File: config.mk
export PLATFORM = sky130hd
export DESIGN_NAME = datapath_controller_flat
export DESIGN_NICKNAME = d
export VERILOG_FILES = /design/src/rtl/datapath_controller_pkg.sv /design/src/rtl/datapath_controller_if.sv /design/src/rtl/datapath_controller_instr_decode.sv /design/src/rtl/datapath_controller.sv /design/src/flat_wrapper.sv
export SDC_FILE = /design/constraint.sdc
export NUM_CORES = 1
export LEC_CHECK = 0
export ABC_AREA = 0
export ABC_CLOCK_PERIOD_IN_PS = 2000
export CORE_MARGIN = 3
export CORE_UTILIZATION = 47
export DETAILED_ROUTE_END_ITERATION = 8
export PLACE_DENSITY = 0.79
export SETUP_SLACK_MARGIN = 0.05
export SLEW_MARGIN = 40
export SYNTH_ARGS = -nofsm -noshare
export SYNTH_HDL_FRONTEND = slang
export SYNTH_SLANG_ARGS = --single-unit
File: constraint.sdc
create_clock -name clk -period 2 [get_ports clk]
set_input_delay 0.2 -clock clk [delete_from_list [all_inputs] [get_ports clk]]
set_output_delay 0.2 -clock clk [all_outputs]
set_load 0.05 [all_outputs]
File: src/rtl/datapath_controller_pkg.sv
// Shared definitions for the datapath sequencer: instruction field layout, opcodes, FSM states, control bundle.
// Latency: n/a (types and constants only).
// Backpressure: n/a.
package datapath_controller_pkg;

    localparam int PC_W_DEF    = 8;
    localparam int INSTR_W_DEF = 16;

    // Instruction word: [15:12] op, [11:8] dst, [7:4] a, [3:0] b; LDI reuses [7:0] as immediate
    localparam int F_OP_HI  = 15;
    localparam int F_OP_LO  = 12;
    localparam int F_DST_HI = 11;
    localparam int F_DST_LO = 8;
    localparam int F_A_HI   = 7;
    localparam int F_A_LO   = 4;
    localparam int F_B_HI   = 3;
    localparam int F_B_LO   = 0;
    localparam int F_IMM_HI = 7;
    localparam int F_IMM_LO = 0;

    localparam logic [3:0] OP_HALT = 4'hE;
    localparam logic [3:0] OP_LDI  = 4'hF;

    typedef enum logic [1:0] {
        ST_IDLE  = 2'd0,
        ST_FETCH = 2'd1,
        ST_EXEC  = 2'd2,
        ST_DONE  = 2'd3
    } state_t;

    // Everything the datapath sees; held in falling-edge flops in the top
    typedef struct packed {
        logic       we;
        logic       mux;
        logic [7:0] imm;
        logic [3:0] dst;
        logic [3:0] a;
        logic [3:0] b;
        logic [3:0] op;
    } ctrl_t;

endpackage

File: src/rtl/datapath_controller_if.sv
// Bundles host, instruction-memory and datapath-control signals of the sequencer.
// Latency: n/a (wiring only).
// Backpressure: imem_req is held until imem_ack; start is ignored while busy.
interface datapath_controller_if
    import datapath_controller_pkg::*;
#(
    parameter int PC_W    = PC_W_DEF,
    parameter int INSTR_W = INSTR_W_DEF
) ();

    // Host side
    logic               start;
    logic [PC_W-1:0]    start_addr;
    logic               busy;
    logic               done;

    // Instruction memory side
    logic               imem_req;
    logic [PC_W-1:0]    imem_addr;
    logic               imem_ack;
    logic [INSTR_W-1:0] imem_data;

    // Datapath control side
    logic               writeEnable;
    logic               muxSel;
    logic [7:0]         inputData;
    logic [3:0]         dstSel;
    logic [3:0]         A_sel;
    logic [3:0]         B_sel;
    logic [3:0]         OP_Sel;

    // Controller view
    modport master (
        input  start, start_addr, imem_ack, imem_data,
        output busy, done, imem_req, imem_addr,
        output writeEnable, muxSel, inputData, dstSel, A_sel, B_sel, OP_Sel
    );

    // Environment view (host + memory + datapath)
    modport slave (
        output start, start_addr, imem_ack, imem_data,
        input  busy, done, imem_req, imem_addr,
        input  writeEnable, muxSel, inputData, dstSel, A_sel, B_sel, OP_Sel
    );

endinterface

File: src/rtl/datapath_controller_instr_decode.sv
// Maps a latched instruction plus the currently held controls to the next control bundle.
// Latency: combinational, zero cycles.
// Backpressure: none; the caller decides when the result is registered.
module datapath_controller_instr_decode
    import datapath_controller_pkg::*;
(
    input  logic [INSTR_W_DEF-1:0] i_instr,
    input  ctrl_t                  i_cur,
    output ctrl_t                  o_nxt,
    output logic                   o_is_halt
);

    logic [3:0] w_op;

    assign w_op = i_instr[F_OP_HI:F_OP_LO];

    // Fields not touched by an opcode keep their current value so the datapath sees stable selects
    always_comb begin
        o_nxt     = i_cur;
        o_nxt.we  = 1'b0;
        o_is_halt = 1'b0;
        if (w_op == OP_HALT) begin
            o_is_halt = 1'b1;
        end else if (w_op == OP_LDI) begin
            o_nxt.we  = 1'b1;
            o_nxt.mux = 1'b1;
            o_nxt.dst = i_instr[F_DST_HI:F_DST_LO];
            o_nxt.imm = i_instr[F_IMM_HI:F_IMM_LO];
        end else begin
            o_nxt.we  = 1'b1;
            o_nxt.mux = 1'b0;
            o_nxt.dst = i_instr[F_DST_HI:F_DST_LO];
            o_nxt.a   = i_instr[F_A_HI:F_A_LO];
            o_nxt.b   = i_instr[F_B_HI:F_B_LO];
            o_nxt.op  = w_op;
        end
    end

endmodule

File: src/rtl/datapath_controller.sv
// Fetches 16-bit instructions and sequences one datapath register write per instruction.
// Latency: 2 cycles per instruction minimum (FETCH with same-cycle ack, then EXEC); done 2 cycles after HALT ack.
// Backpressure: FETCH holds imem_req/imem_addr until imem_ack; start ignored unless idle.
module datapath_controller
    import datapath_controller_pkg::*;
#(
    parameter int PC_W    = PC_W_DEF,
    parameter int INSTR_W = INSTR_W_DEF
) (
    input  logic                  clk,
    input  logic                  rst_n,
    datapath_controller_if.master bus
);

    state_t             r_state;
    state_t             w_state_nxt;
    logic [PC_W-1:0]    r_pc;
    logic               r_busy;
    logic [INSTR_W-1:0] r_instr;
    ctrl_t              r_ctrl;
    ctrl_t              w_ctrl_nxt;
    logic               w_is_halt;
    logic               w_start_ok;
    logic               w_fetch_ok;

    assign w_start_ok = (r_state == ST_IDLE)  && bus.start;
    assign w_fetch_ok = (r_state == ST_FETCH) && bus.imem_ack;

    datapath_controller_instr_decode u_decode (
        .i_instr   (r_instr),
        .i_cur     (r_ctrl),
        .o_nxt     (w_ctrl_nxt),
        .o_is_halt (w_is_halt)
    );

    // State register; reset forces IDLE immediately
    always_ff @(posedge clk or negedge rst_n) begin
        if (!rst_n) begin
            r_state <= ST_IDLE;
        end else begin
            r_state <= w_state_nxt;
        end
    end

    // Next-state logic
    always_comb begin
        w_state_nxt = r_state;
        case (r_state)
            ST_IDLE:  if (bus.start)    w_state_nxt = ST_FETCH;
            ST_FETCH: if (bus.imem_ack) w_state_nxt = ST_EXEC;
            ST_EXEC:  w_state_nxt = w_is_halt ? ST_DONE : ST_FETCH;
            ST_DONE:  w_state_nxt = ST_IDLE;
            default:  w_state_nxt = ST_IDLE;
        endcase
    end

    // Program counter, busy flag and instruction latch (pc wraps naturally at 2**PC_W)
    always_ff @(posedge clk or negedge rst_n) begin
        if (!rst_n) begin
            r_pc    <= '0;
            r_busy  <= 1'b0;
            r_instr <= '0;
        end else begin
            if (w_start_ok) begin
                r_pc   <= bus.start_addr;
                r_busy <= 1'b1;
            end
            if (w_fetch_ok) begin
                r_instr <= bus.imem_data;
                r_pc    <= r_pc + PC_W'(1);
            end
            if (r_state == ST_DONE) begin
                r_busy <= 1'b0;
            end
        end
    end

    // Falling-edge control flops: the write strobe opens mid-EXEC and closes half a cycle
    // after the datapath's capturing edge, so clk & writeEnable never glitches
    always_ff @(negedge clk or negedge rst_n) begin
        if (!rst_n) begin
            r_ctrl <= '0;
        end else if (r_state == ST_EXEC) begin
            r_ctrl <= w_ctrl_nxt;
        end else begin
            r_ctrl.we <= 1'b0;
        end
    end

    assign bus.busy        = r_busy;
    assign bus.done        = (r_state == ST_DONE);
    assign bus.imem_req    = (r_state == ST_FETCH);
    assign bus.imem_addr   = r_pc;
    assign bus.writeEnable = r_ctrl.we;
    assign bus.muxSel      = r_ctrl.mux;
    assign bus.inputData   = r_ctrl.imm;
    assign bus.dstSel      = r_ctrl.dst;
    assign bus.A_sel       = r_ctrl.a;
    assign bus.B_sel       = r_ctrl.b;
    assign bus.OP_Sel      = r_ctrl.op;

endmodule

File: src/flat_wrapper.sv
// flat-port wrapper written by rule: the top's interface ports become plain ports
module datapath_controller_flat import datapath_controller_pkg::*;
#(
    parameter int PC_W    = PC_W_DEF,
    parameter int INSTR_W = INSTR_W_DEF
)
  (clk, rst_n, bus_start, bus_start_addr, bus_imem_ack, bus_imem_data, bus_busy, bus_done, bus_imem_req, bus_imem_addr, bus_writeEnable, bus_muxSel, bus_inputData, bus_dstSel, bus_A_sel, bus_B_sel, bus_OP_Sel);
  datapath_controller_if #(.PC_W(PC_W), .INSTR_W(INSTR_W)) bus_i ();
  input  logic clk;
  input  logic rst_n;
  input wire logic [$bits(bus_i.start)-1:0] bus_start;
  input wire logic [$bits(bus_i.start_addr)-1:0] bus_start_addr;
  input wire logic [$bits(bus_i.imem_ack)-1:0] bus_imem_ack;
  input wire logic [$bits(bus_i.imem_data)-1:0] bus_imem_data;
  output wire logic [$bits(bus_i.busy)-1:0] bus_busy;
  output wire logic [$bits(bus_i.done)-1:0] bus_done;
  output wire logic [$bits(bus_i.imem_req)-1:0] bus_imem_req;
  output wire logic [$bits(bus_i.imem_addr)-1:0] bus_imem_addr;
  output wire logic [$bits(bus_i.writeEnable)-1:0] bus_writeEnable;
  output wire logic [$bits(bus_i.muxSel)-1:0] bus_muxSel;
  output wire logic [$bits(bus_i.inputData)-1:0] bus_inputData;
  output wire logic [$bits(bus_i.dstSel)-1:0] bus_dstSel;
  output wire logic [$bits(bus_i.A_sel)-1:0] bus_A_sel;
  output wire logic [$bits(bus_i.B_sel)-1:0] bus_B_sel;
  output wire logic [$bits(bus_i.OP_Sel)-1:0] bus_OP_Sel;
  assign bus_i.start = bus_start;
  assign bus_i.start_addr = bus_start_addr;
  assign bus_i.imem_ack = bus_imem_ack;
  assign bus_i.imem_data = bus_imem_data;
  assign bus_busy = bus_i.busy;
  assign bus_done = bus_i.done;
  assign bus_imem_req = bus_i.imem_req;
  assign bus_imem_addr = bus_i.imem_addr;
  assign bus_writeEnable = bus_i.writeEnable;
  assign bus_muxSel = bus_i.muxSel;
  assign bus_inputData = bus_i.inputData;
  assign bus_dstSel = bus_i.dstSel;
  assign bus_A_sel = bus_i.A_sel;
  assign bus_B_sel = bus_i.B_sel;
  assign bus_OP_Sel = bus_i.OP_Sel;
  datapath_controller #(.PC_W(PC_W), .INSTR_W(INSTR_W)) u_core (.clk(clk), .rst_n(rst_n), .bus(bus_i));
endmodule
==> impl_results.md <==
- Status: finished with violations
- Violations in the final reports: negative setup slack
- Cells after synthesis: around 190
- Worst setup skew after layout: approximately 0.0056 ns
- RSZ-0062 raised after global routing: yes
- Wire length of the first global-routing pass: 9.95 mm
- Initial Util: 50.1%
- Max rail drop VDD: ~1.2 mV
- Vias after detailed routing: 1931
- ANT cells: 0
- Pin count of the biggest net entering global routing: 32
- Largest incremental delay on the critical path: 0.43 ns
- Setup slack after layout: -0.451 ns
- Startpoint type of the worst setup path: register
- Synthesized flop and latch total: 53
- Port Buf Inserts: 64
- Ordered list of cells on the worst path: nand2b_4 -> nor3_4 -> buf_12 -> mux2_4
- Total power draw: 6.56 mW
- Worst hold path type: in -> reg
- Total congestion overflow after global routing: 0
- Top-level I/O count: between 60 and 70
- Fraction of layout instances using a drive strength above 1: between 30% and 40%
- Detailed Route WL: between 6 and 7 mm
- Total power density per cell area: about 1800 nW/um^2
- Via count of the first global-routing pass: 2007
- Setup Crit Path Kind: reg -> reg
- Mean instance size in the synthesized netlist: approximately 12 sq um
- Overall die area: approximately 5600 sq um
- Antenna-violating nets left: 0
- Root buffer cell: sky130_fd_sc_hd__clkbuf_8
- Number of core rows: 24
- Inserted Clock Buffers: 5
- Mean routed wirelength per cell: around 19 microns
- Crit path arrival time: 1.61 ns
- Detail Placement HPWL: roughly 3.8 mm
- Portion of the post-synthesis area used by sequential elements: about 59%
- Setup-failing EPs final: 52
- Clock Sink Count: 53
- GRT Util Overall: between 20% and 30%
- Vias per inst: between 5 and 6
- Router iterations before antenna repair: 4
- Number of nets in the final layout: roughly 330
- Top fanout value on the critical path: 8
- Crit path capture type: register
- Relative slew slack: 63.1%
- Yosys synthesis warning count: 0
- RePlAce Congestion: slightly above 0.8
- Count of unresolved DRC violations after routing: 0
- Net Count, Synth: 220
- Tightest Pin Transition: between 0.5 and 0.6 ns
- Number of antenna violations at the first check in global routing: 0
- Iter 0 DRT Violations: 91
- Die Span X: between 70 and 80 microns
- Count of distinct cell types in the synthesized netlist: 40
- MaxCap Viol Count: 0
- Final count of hold timing violations: 0
- Clock tree from TritonCTS: yes
- Clock latency of the later-clocked register in the worst-skew pair: 0.31 ns
- Critical path's slowest cell: sky130_fd_sc_hd__dfrtp_1
- Floorplan Core Area: approximately 4500 sq um
- Die Y: between 70 and 80 microns
- Clock slew seen by the registers of the worst setup and hold paths: 0.10 ns
- Max-slew violation count: 0
- CP required: ~1.2 ns
- H-Tree Depth: 2
- Post-synthesis cell area: around 2200 sq um
- Post-Route Hold Slack: roughly 0.4 ns
- Post-synthesis to final-layout area growth: 65.3%
- Leakage power: approximately 1.8 nW
- Buffers from clock root to sink, at most: 2
- Setup tns final: -13.05 ns
==> layout make-up <==
class / count / area, sq um
Sequential cell: 53 / 1330
Clock inverter: 1 / 8.76
Clock buffer: 7 / 97.6
Tap cell: 52 / 65.1
Fill cell: 219 / 766
Multi-Input combinational cell: 128 / 962
Inverter: 3 / 11.3
Timing Repair Buffer: 105 / 1240
==> timing repair <==
action / CTS / global route
resized for setup: 10 / 4
endpoints found under the setup margin: 52 / 52
buffers inserted: 16 / 4
pin swaps: 5 / 0
endpoints found under the hold margin: 27 / 0
cloned: 0 / 1
hold buffers: 1 / 0
==> per-stage QoR <==
step / instance area (sq um) / utilization, % / cells / setup slack [ns]
5_1_grt: 3710 / 82.9 / 349 / -0.499
6_report: 3710 / 82.9 / 349 / -0.451
3_3_place_gp: 3370 / 75.3 / 319 / -0.324
4_1_cts: 3650 / 81.6 / 344 / -0.386
3_5_place_dp: 3370 / 75.3 / 319 / -0.371
2_1_floorplan: 2300 / - / 191 / -0.570
==> cell families after synthesis <==
kind of cell	after synthesis	share of synthesized area, %
DFF	53	59.1
buffers and inverters	11	2.84
and+or+nand+nor	84	18.5
adders and majority gates	1	0.558
AOI/OAI and AO/OA	20	6.58
muxes	22	12.4
==> path summary, 6_finish.rpt <==
path                                   startpoint                 endpoint  slack, ns  depth (start not counted)
worst max-delay path            u_core.r_state[0]  u_core.bus.inputData[5]      -0.45                          4
worst min-delay path            bus_imem_data[14]       u_core.r_instr[14]       0.40                          3
worst max register to register  u_core.r_state[0]  u_core.bus.inputData[5]      -0.45                          4
worst min register to register  u_core.r_instr[9]        u_core.r_instr[9]       0.50                          2
max in group asynchronous                   rst_n      u_core.bus.B_sel[0]       0.39                          3
min in group asynchronous                   rst_n        u_core.r_state[1]       0.50                          3
==> critical path, delay by kind of cell, from the launching register on <==
kind / cells / cell delay, ns
flip-flops: 1 / 0.43
multiplexers: 1 / 0.32
AND/OR/NAND/NOR: 2 / 0.38
buffers and inverters: 1 / 0.17
==> power by group <==
part           total, mW  internal [mW]  leakage, nW  switching (mW)
combinational       3.79           1.85         1.07            1.94
clock              0.694          0.326       0.0536           0.368
sequential          2.07           1.55        0.660           0.519
total               6.56           3.73         1.78            2.83
==> cell usage after synthesis (all sizes together) <==
master  instances  area, sq um
and3b           1         8.76
nor2            6         22.5
o22a            3         26.3
and2            2         12.5
buf             8         52.6
nor3b           1         12.5
and4b           1         10.0
a221o           1         10.0
nand2b          1         13.8
nand4b          1         8.76
a211oi          2         15.0
or4             1         7.51
o31a            1         10.0
ha              1         12.5
a31oi           1         6.26
nand3b          1         7.51
nor2b           1         6.26
nand3           3         15.0
nor3            5         36.3
o311ai          2         17.5
a21oi           1         5.00
nand2          53          199
o31ai           1         7.51
mux2           22          278
o21ai           5         25.0
o211ai          1         7.51
dfrtn          26          651
and3            1         6.26
a311oi          2         17.5
or3b            1         8.76
nor4            1         6.26
and2b           1         7.51
inv             3         11.3
and4            3         26.3
dfrtp          27          676
==> sequential cells by signal (all words and copies together) (netlist names) <==
| signal | flops |
|---|---|
| u_core.bus.OP_Sel | 4 |
| u_core.bus.B_sel | 4 |
| u_core.r_state | 2 |
| u_core.bus.muxSel | 1 |
| u_core.bus.inputData | 8 |
| u_core.r_instr | 16 |
| u_core.bus.writeEnable | 1 |
| u_core.bus.imem_addr | 8 |
| u_core.bus.busy | 1 |
| u_core.bus.dstSel | 4 |
| u_core.bus.A_sel | 4 |
==> metal layers <==
metal  share of wire (%)  routed length [microns]  up-vias  GRT usage, %
met2                  52                     3390       81          40.4
li1                    -                        -      872             -
met1                  38                     2460      950          29.1
met3                 5.3                      345       28          4.27
met4                 4.4                      282        0          13.8
met5                   0                        0        -             0
==> cell usage in the layout (no fill, tap or decap), drive strengths merged, types with 2 or more instances in the layout <==
cell / count
a211oi: 2
a311oi: 2
and2: 2
and4: 3
buf: 69
clkbuf: 7
clkdlybuf4s50: 35
dfrtn: 26
dfrtp: 27
inv: 3
mux2: 22
nand2: 54
nand3: 3
nor2: 6
nor3: 5
o21ai: 5
o22a: 3
o311ai: 2
(Power assumes the default switching activity.)
